===== config.mk =====
export PLATFORM = sky130hd
export DESIGN_NAME = dispatch_round_robin
export DESIGN_NICKNAME = d
export VERILOG_FILES = /design/src/rtl/dispatch_round_robin.sv
export SDC_FILE = /design/constraint.sdc
export NUM_CORES = 1
export LEC_CHECK = 0
export ABC_AREA = 1
export BUFFER_PORTS_ARGS = -buffer_cell sky130_fd_sc_hd__buf_2
export CORE_ASPECT_RATIO = 1.5
export CORE_MARGIN = 1.5
export CORE_UTILIZATION = 45
export DETAILED_ROUTE_END_ITERATION = 16
export PLACE_DENSITY_LB_ADDON = 0.15
export SYNTH_ARGS = -nofsm -noshare
export SYNTH_HDL_FRONTEND = slang
export SYNTH_SLANG_ARGS = --single-unit

===== constraint.sdc =====
create_clock -name clk -period 1.35 [get_ports clk]
set_input_delay 0.135 -clock clk [delete_from_list [all_inputs] [get_ports clk]]
set_output_delay 0.135 -clock clk [all_outputs]
set_load 0.005 [all_outputs]

===== src/rtl/dispatch_round_robin.sv =====
// dispatch_round_robin
//   Spreads one valid/ready input stream across WID output lanes in
//   round-robin order. Busy lanes are skipped, and the lowest lane index wins
//   among the candidates. Each lane owns a 1-entry registered slot. A slot
//   that is popped in the same cycle counts as free, so a lane can sustain
//   one beat per cycle.
//
// Ports
//   clk        clock
//   rst_n      asynchronous active-low reset
//   in_vld     input beat valid
//   in_rdy     input beat accepted when in_vld & in_rdy (combinational on out_rdy)
//   in_dat     input beat data
//   out_vld    per-lane slot full
//   out_rdy    per-lane consumer ready
//   out_dat    lane i data at [i*DAT_WID +: DAT_WID]
//   disp_lane  one-hot lane written this cycle, 0 when nothing is pushed
module dispatch_round_robin #(
  parameter int WID     = 4,
  parameter int DAT_WID = 8
) (
  input  logic                   clk,
  input  logic                   rst_n,
  input  logic                   in_vld,
  output logic                   in_rdy,
  input  logic [DAT_WID-1:0]     in_dat,
  output logic [WID-1:0]         out_vld,
  input  logic [WID-1:0]         out_rdy,
  output logic [WID*DAT_WID-1:0] out_dat,
  output logic [WID-1:0]         disp_lane
);

  logic [WID-1:0]         full_r;
  logic [WID-1:0]         mask_r;
  logic [WID*DAT_WID-1:0] data_r;

  logic [WID-1:0] free_s;
  logic [WID-1:0] cand_s;
  logic [WID-1:0] sel_m_s;
  logic [WID-1:0] sel_b_s;
  logic [WID-1:0] sel_s;
  logic [WID-1:0] mask_nxt_s;
  logic           push_s;

  // Isolate the lowest set bit. A loop form is used so that WID=1 needs no special case.
  function automatic logic [WID-1:0] lowest_one(input logic [WID-1:0] v);
    logic [WID-1:0] r;
    logic           found;
    r     = {WID{1'b0}};
    found = 1'b0;
    for (int i = 0; i < WID; i++) begin
      if (v[i] && !found) begin
        r[i]  = 1'b1;
        found = 1'b1;
      end else begin
        r[i] = r[i];
      end
    end
    return r;
  endfunction

  // Return the bits strictly above the one-hot select. Selecting the top lane
  // leaves nothing above it, so the mask wraps back to all ones.
  function automatic logic [WID-1:0] mask_above(input logic [WID-1:0] sel);
    logic [WID-1:0] r;
    logic           seen;
    r    = {WID{1'b0}};
    seen = 1'b0;
    for (int i = 0; i < WID; i++) begin
      r[i] = seen;
      if (sel[i]) begin
        seen = 1'b1;
      end else begin
        seen = seen;
      end
    end
    if (r == {WID{1'b0}}) begin
      r = {WID{1'b1}};
    end else begin
      r = r;
    end
    return r;
  endfunction

  // Select a free lane: prefer lanes above the last dispatch, otherwise wrap to the lowest free lane.
  always_comb begin
    free_s  = ~full_r | out_rdy;
    cand_s  = free_s & mask_r;
    sel_m_s = lowest_one(cand_s);
    sel_b_s = lowest_one(free_s);
    if (cand_s != {WID{1'b0}}) begin
      sel_s = sel_m_s;
    end else begin
      sel_s = sel_b_s;
    end
    in_rdy = |free_s;
    push_s = in_vld & in_rdy;
    if (push_s) begin
      disp_lane = sel_s;
    end else begin
      disp_lane = {WID{1'b0}};
    end
    mask_nxt_s = mask_above(sel_s);
  end

  // Slot occupancy, slot data and round-robin mask.
  always_ff @(posedge clk or negedge rst_n) begin
    if (!rst_n) begin
      full_r <= {WID{1'b0}};
      data_r <= {(WID*DAT_WID){1'b0}};
      mask_r <= {WID{1'b1}};
    end else begin
      for (int i = 0; i < WID; i++) begin
        if (push_s && sel_s[i]) begin
          // A push wins over a same-cycle pop, so the slot stays full with the new beat.
          full_r[i]                      <= 1'b1;
          data_r[i*DAT_WID +: DAT_WID]   <= in_dat;
        end else if (out_rdy[i]) begin
          full_r[i] <= 1'b0;
        end else begin
          full_r[i] <= full_r[i];
        end
      end
      if (push_s) begin
        mask_r <= mask_nxt_s;
      end else begin
        mask_r <= mask_r;
      end
    end
  end

  assign out_vld = full_r;
  assign out_dat = data_r;

endmodule


==> flow_metrics.tcl <==
set metrics [dict create \
    status "complete, but fails checks" \
    violations_in_the_final_reports "setup timing" \
    htree_levels 2 \
    power_leakage_nw 1.518 \
    boundaryPins 56 \
    final_period_minus_worst_setup_slack_ns 1.590 \
    maximum_resistive_drop_on_vdd_mv 1.326 \
    finalSetupViolations 40 \
    clock_tree_from_tritoncts "yes" \
    io_buffers 55 \
    drv_cap 0 \
    synth-seq-area-share_pct 53.32 \
    timing.critical_path.max_delay_family "flip-flops" \
    gpl.final_weighted_congestion 0.7680 \
    synthToLayoutAreaGrowth_pct 47.55 \
    post-route-worst-setup-slack_ns -0.2397 \
    nets 308 \
    fp.dieW_um 55.87 \
    cts_inserted_buffers 5 \
    power.share.combinational_pct 50.0 \
    layout-drive-gt1-share_pct 60.20 \
    worst_setup_hold_path_clk_slew_ns 0.08 \
    worst_path_max_delay_cell "sky130_fd_sc_hd__dfstp_2" \
    netSwitchingPower_w 0.002404 \
    slowest_delay_ns 0.56 \
    number_of_storage_elements_in_the_synthesis_netlist 40 \
    avg_inst_size_synth_um2 9.776 \
    hpwlAfterDp_um 3239 \
    power_density_nw_per_um2 2253 \
    yosysWarningCount 0 \
    most-common-layout-cells "sky130_fd_sc_hd__nand2_1 (58), sky130_fd_sc_hd__buf_2 (53), sky130_fd_sc_hd__dfrtp_1 (36)" \
    coreArea_um2 3994 \
    worst_endpoint_data_arrival_time_ns 1.45 \
    rsz_0062_raised_after_global_routing "yes" \
    syn-cell-area_um2 1887 \
    grt_pass1_vias 1703 \
    worst_skew_pair.late_latency_ns 0.29 \
    skew_ns 0.008667 \
    critical_path_peak_fanout 3 \
    crit-reg2reg-capture "out_dat[11]" \
    worstPathRequired_ns 1.22 \
    post-route-cell-area_um2 2784 \
    die_area_um2 4598 \
    grt_first_pass_wirelength_um 8079 \
    fin_tns_setup_ns -4.338 \
    worst_pin_slew_ns 0.4609 \
    drt_pre_antenna_iters 4 \
    cell_internal_pwr_w 0.003869 \
    core.rowCount 28 \
    global_route.usage.total_pct 23.20 \
    critPathKind "flop to output port" \
    r2r_setup_slack_ns -0.20 \
    route.vias.total 1660 \
    highest_achievable_clock_rate_mhz 629.0 \
    hold_path_end "out_dat[25]" \
    hold_path_startpoint "in_dat[1]" \
    layout_commonest_cell "sky130_fd_sc_hd__nand2_1" \
    min_period_over_period_pct 117.8 \
    critical_path.endpoint_type "output port" \
    clock_tree.root_cell "sky130_fd_sc_hd__clkbuf_8" \
    dpl_cell_area_um2 2400 \
    grt_overflow_total 0 \
    cts_sinks 40 \
    grt_max_degree 23 \
    synth.net_count 208 \
    beginning_of_the_worst_register_to_register_path "mask_r[0]" \
    antenna_violations_before_repair 0 \
    cts_buffer_depth 2 \
    worst_hold_path.num_cells 3 \
    postSynthCellCount 193 \
    initial_utilization_pct 47.24 \
    wl_um 5006 \
    path_cells "nand2_4, nand2_4, nor2_4, nand2_1, nand2_2, nand2_4, inv_2, buf_2" \
    critPathMostFrequentCell "sky130_fd_sc_hd__nand2_4" \
    sequential_power_share_pct 34.4 \
    drtAntennaViolNets 0 \
    die_h_um 82.31 \
    r2r.worst_path.cells 10 \
    drc_errors 0 \
    drt_iter0_drc 27 \
    synth.lib_cells_used.distinct 21 \
    clock_power_share_pct 15.6 \
    netSwitchingFraction_pct 38.32 \
    critPathLaunchType "flop" \
    critical_path_buf_inv_count 2 \
    hold_class "input port to flop" \
    detail_route.wl_per_cell_um 14.77 \
    report.final.slew_viol_count 0 \
    antenna-diode-count 0 \
    timing.max_slew.rel_slack_pct 69.27 \
    via_density 4.897 \
    hold_viol_final 0 \
]
==> power groups by stage <==
stage | Clock, W | Sequential (W) | Combinational [W]
after floorplan | 0 | 0.00220 | 0.00138
after global placement | 0 | 0.00216 | 0.00257
after global routing | 0.00104 | 0.00221 | 0.00347
final | 0.000979 | 0.00216 | 0.00314
after detailed placement | 0 | 0.00216 | 0.00262
after CTS | 0.000994 | 0.00216 | 0.00303
==> area by class of cell <==
class                           instances  area (um2)
Fill cell                             335        1210
Sequential cell                        40        1006
Multi-Input combinational cell        141       889.6
Timing Repair Buffer                   96       676.9
Clock buffer                            5       68.82
Tap cell                               45       56.30
Inverter                                9       43.79
Clock inverter                          3       42.54
==> cell usage after synthesis, drive strengths merged <==
| cell | count | share of area, % |
|---|---|---|
| or2 | 1 | 0.33 |
| nand3 | 29 | 8.6 |
| nor2 | 7 | 3.4 |
| buf | 4 | 2.7 |
| dfrtp | 36 | 48 |
| inv | 8 | 1.7 |
| dfstp | 4 | 5.6 |
| clkinv | 1 | 0.26 |
| nand2 | 102 | 29 |
| a21oi | 1 | 0.26 |
==> tightest hold or removal path: cells and delay by family <==
kind                   cells  cell delay [ns]
AND/OR/NAND/NOR            2             0.11
buffers and inverters      1             0.14
==> sequential cells by signal (all words and copies together), names as in the netlist <==
| signal | count |
|---|---|
| out_vld | 4 |
| mask_r | 4 |
| out_dat | 32 |
==> logic make-up after synthesis <==
kind of cell	Yosys count	share of synthesized area, %
flip-flops	40	53.32
AND/OR/NAND/NOR	139	41.71
buffers and inverters	13	4.707
AO/OA/AOI/OAI	1	0.2650
==> routing by layer <==
metal	global-route usage [%]	vias to the layer above	share of wire, %
li1	-	808	-
met1	26.81	793	39
met2	43.45	48	54
met3	3.427	11	3.6
met4	9.048	0	3.0
met5	0	-	0
==> timing repair <==
| action | in CTS | in global routing |
|---|---|---|
| gates resized for setup | 28 | 12 |
| hold buffers | 1 | 0 |
| hold endpoints to repair | 18 | 0 |
| setup endpoints to repair | 21 | 45 |
| cloned | 1 | 0 |
| buffers inserted | 14 | 5 |
| pin swaps | 26 | 14 |
==> metrics by stage <==
step,hold slack (ns),utilization (%),worst slack [ns],total power [W],instances
3_3_place_gp,0.1073,60.09,-0.007221,0.004729,315
5_1_grt,0.1247,69.71,-0.3193,0.006719,339
3_5_place_dp,0.1130,60.09,-0.04281,0.004778,315
6_report,0.1186,69.71,-0.2397,0.006273,339
4_1_cts,0.1112,68.42,-0.2127,0.006182,337
2_1_floorplan,-0.1606,-,0.01963,0.003579,193
==> worst max-delay path by stage <==
stage               depth (start not counted)  startpoint  slack (ns)           end
global route                                9  out_vld[1]       -0.32  disp_lane[1]
finish                                      8   mask_r[0]       -0.24  disp_lane[1]
global placement                            7   mask_r[0]      -0.007  disp_lane[1]
detailed placement                          8  out_vld[0]       -0.04  disp_lane[0]
CTS                                         8  out_vld[0]       -0.21  disp_lane[3]
floorplan                                  10  out_vld[1]        0.02    out_dat[0]
Power figures use the tool's default switching activity.
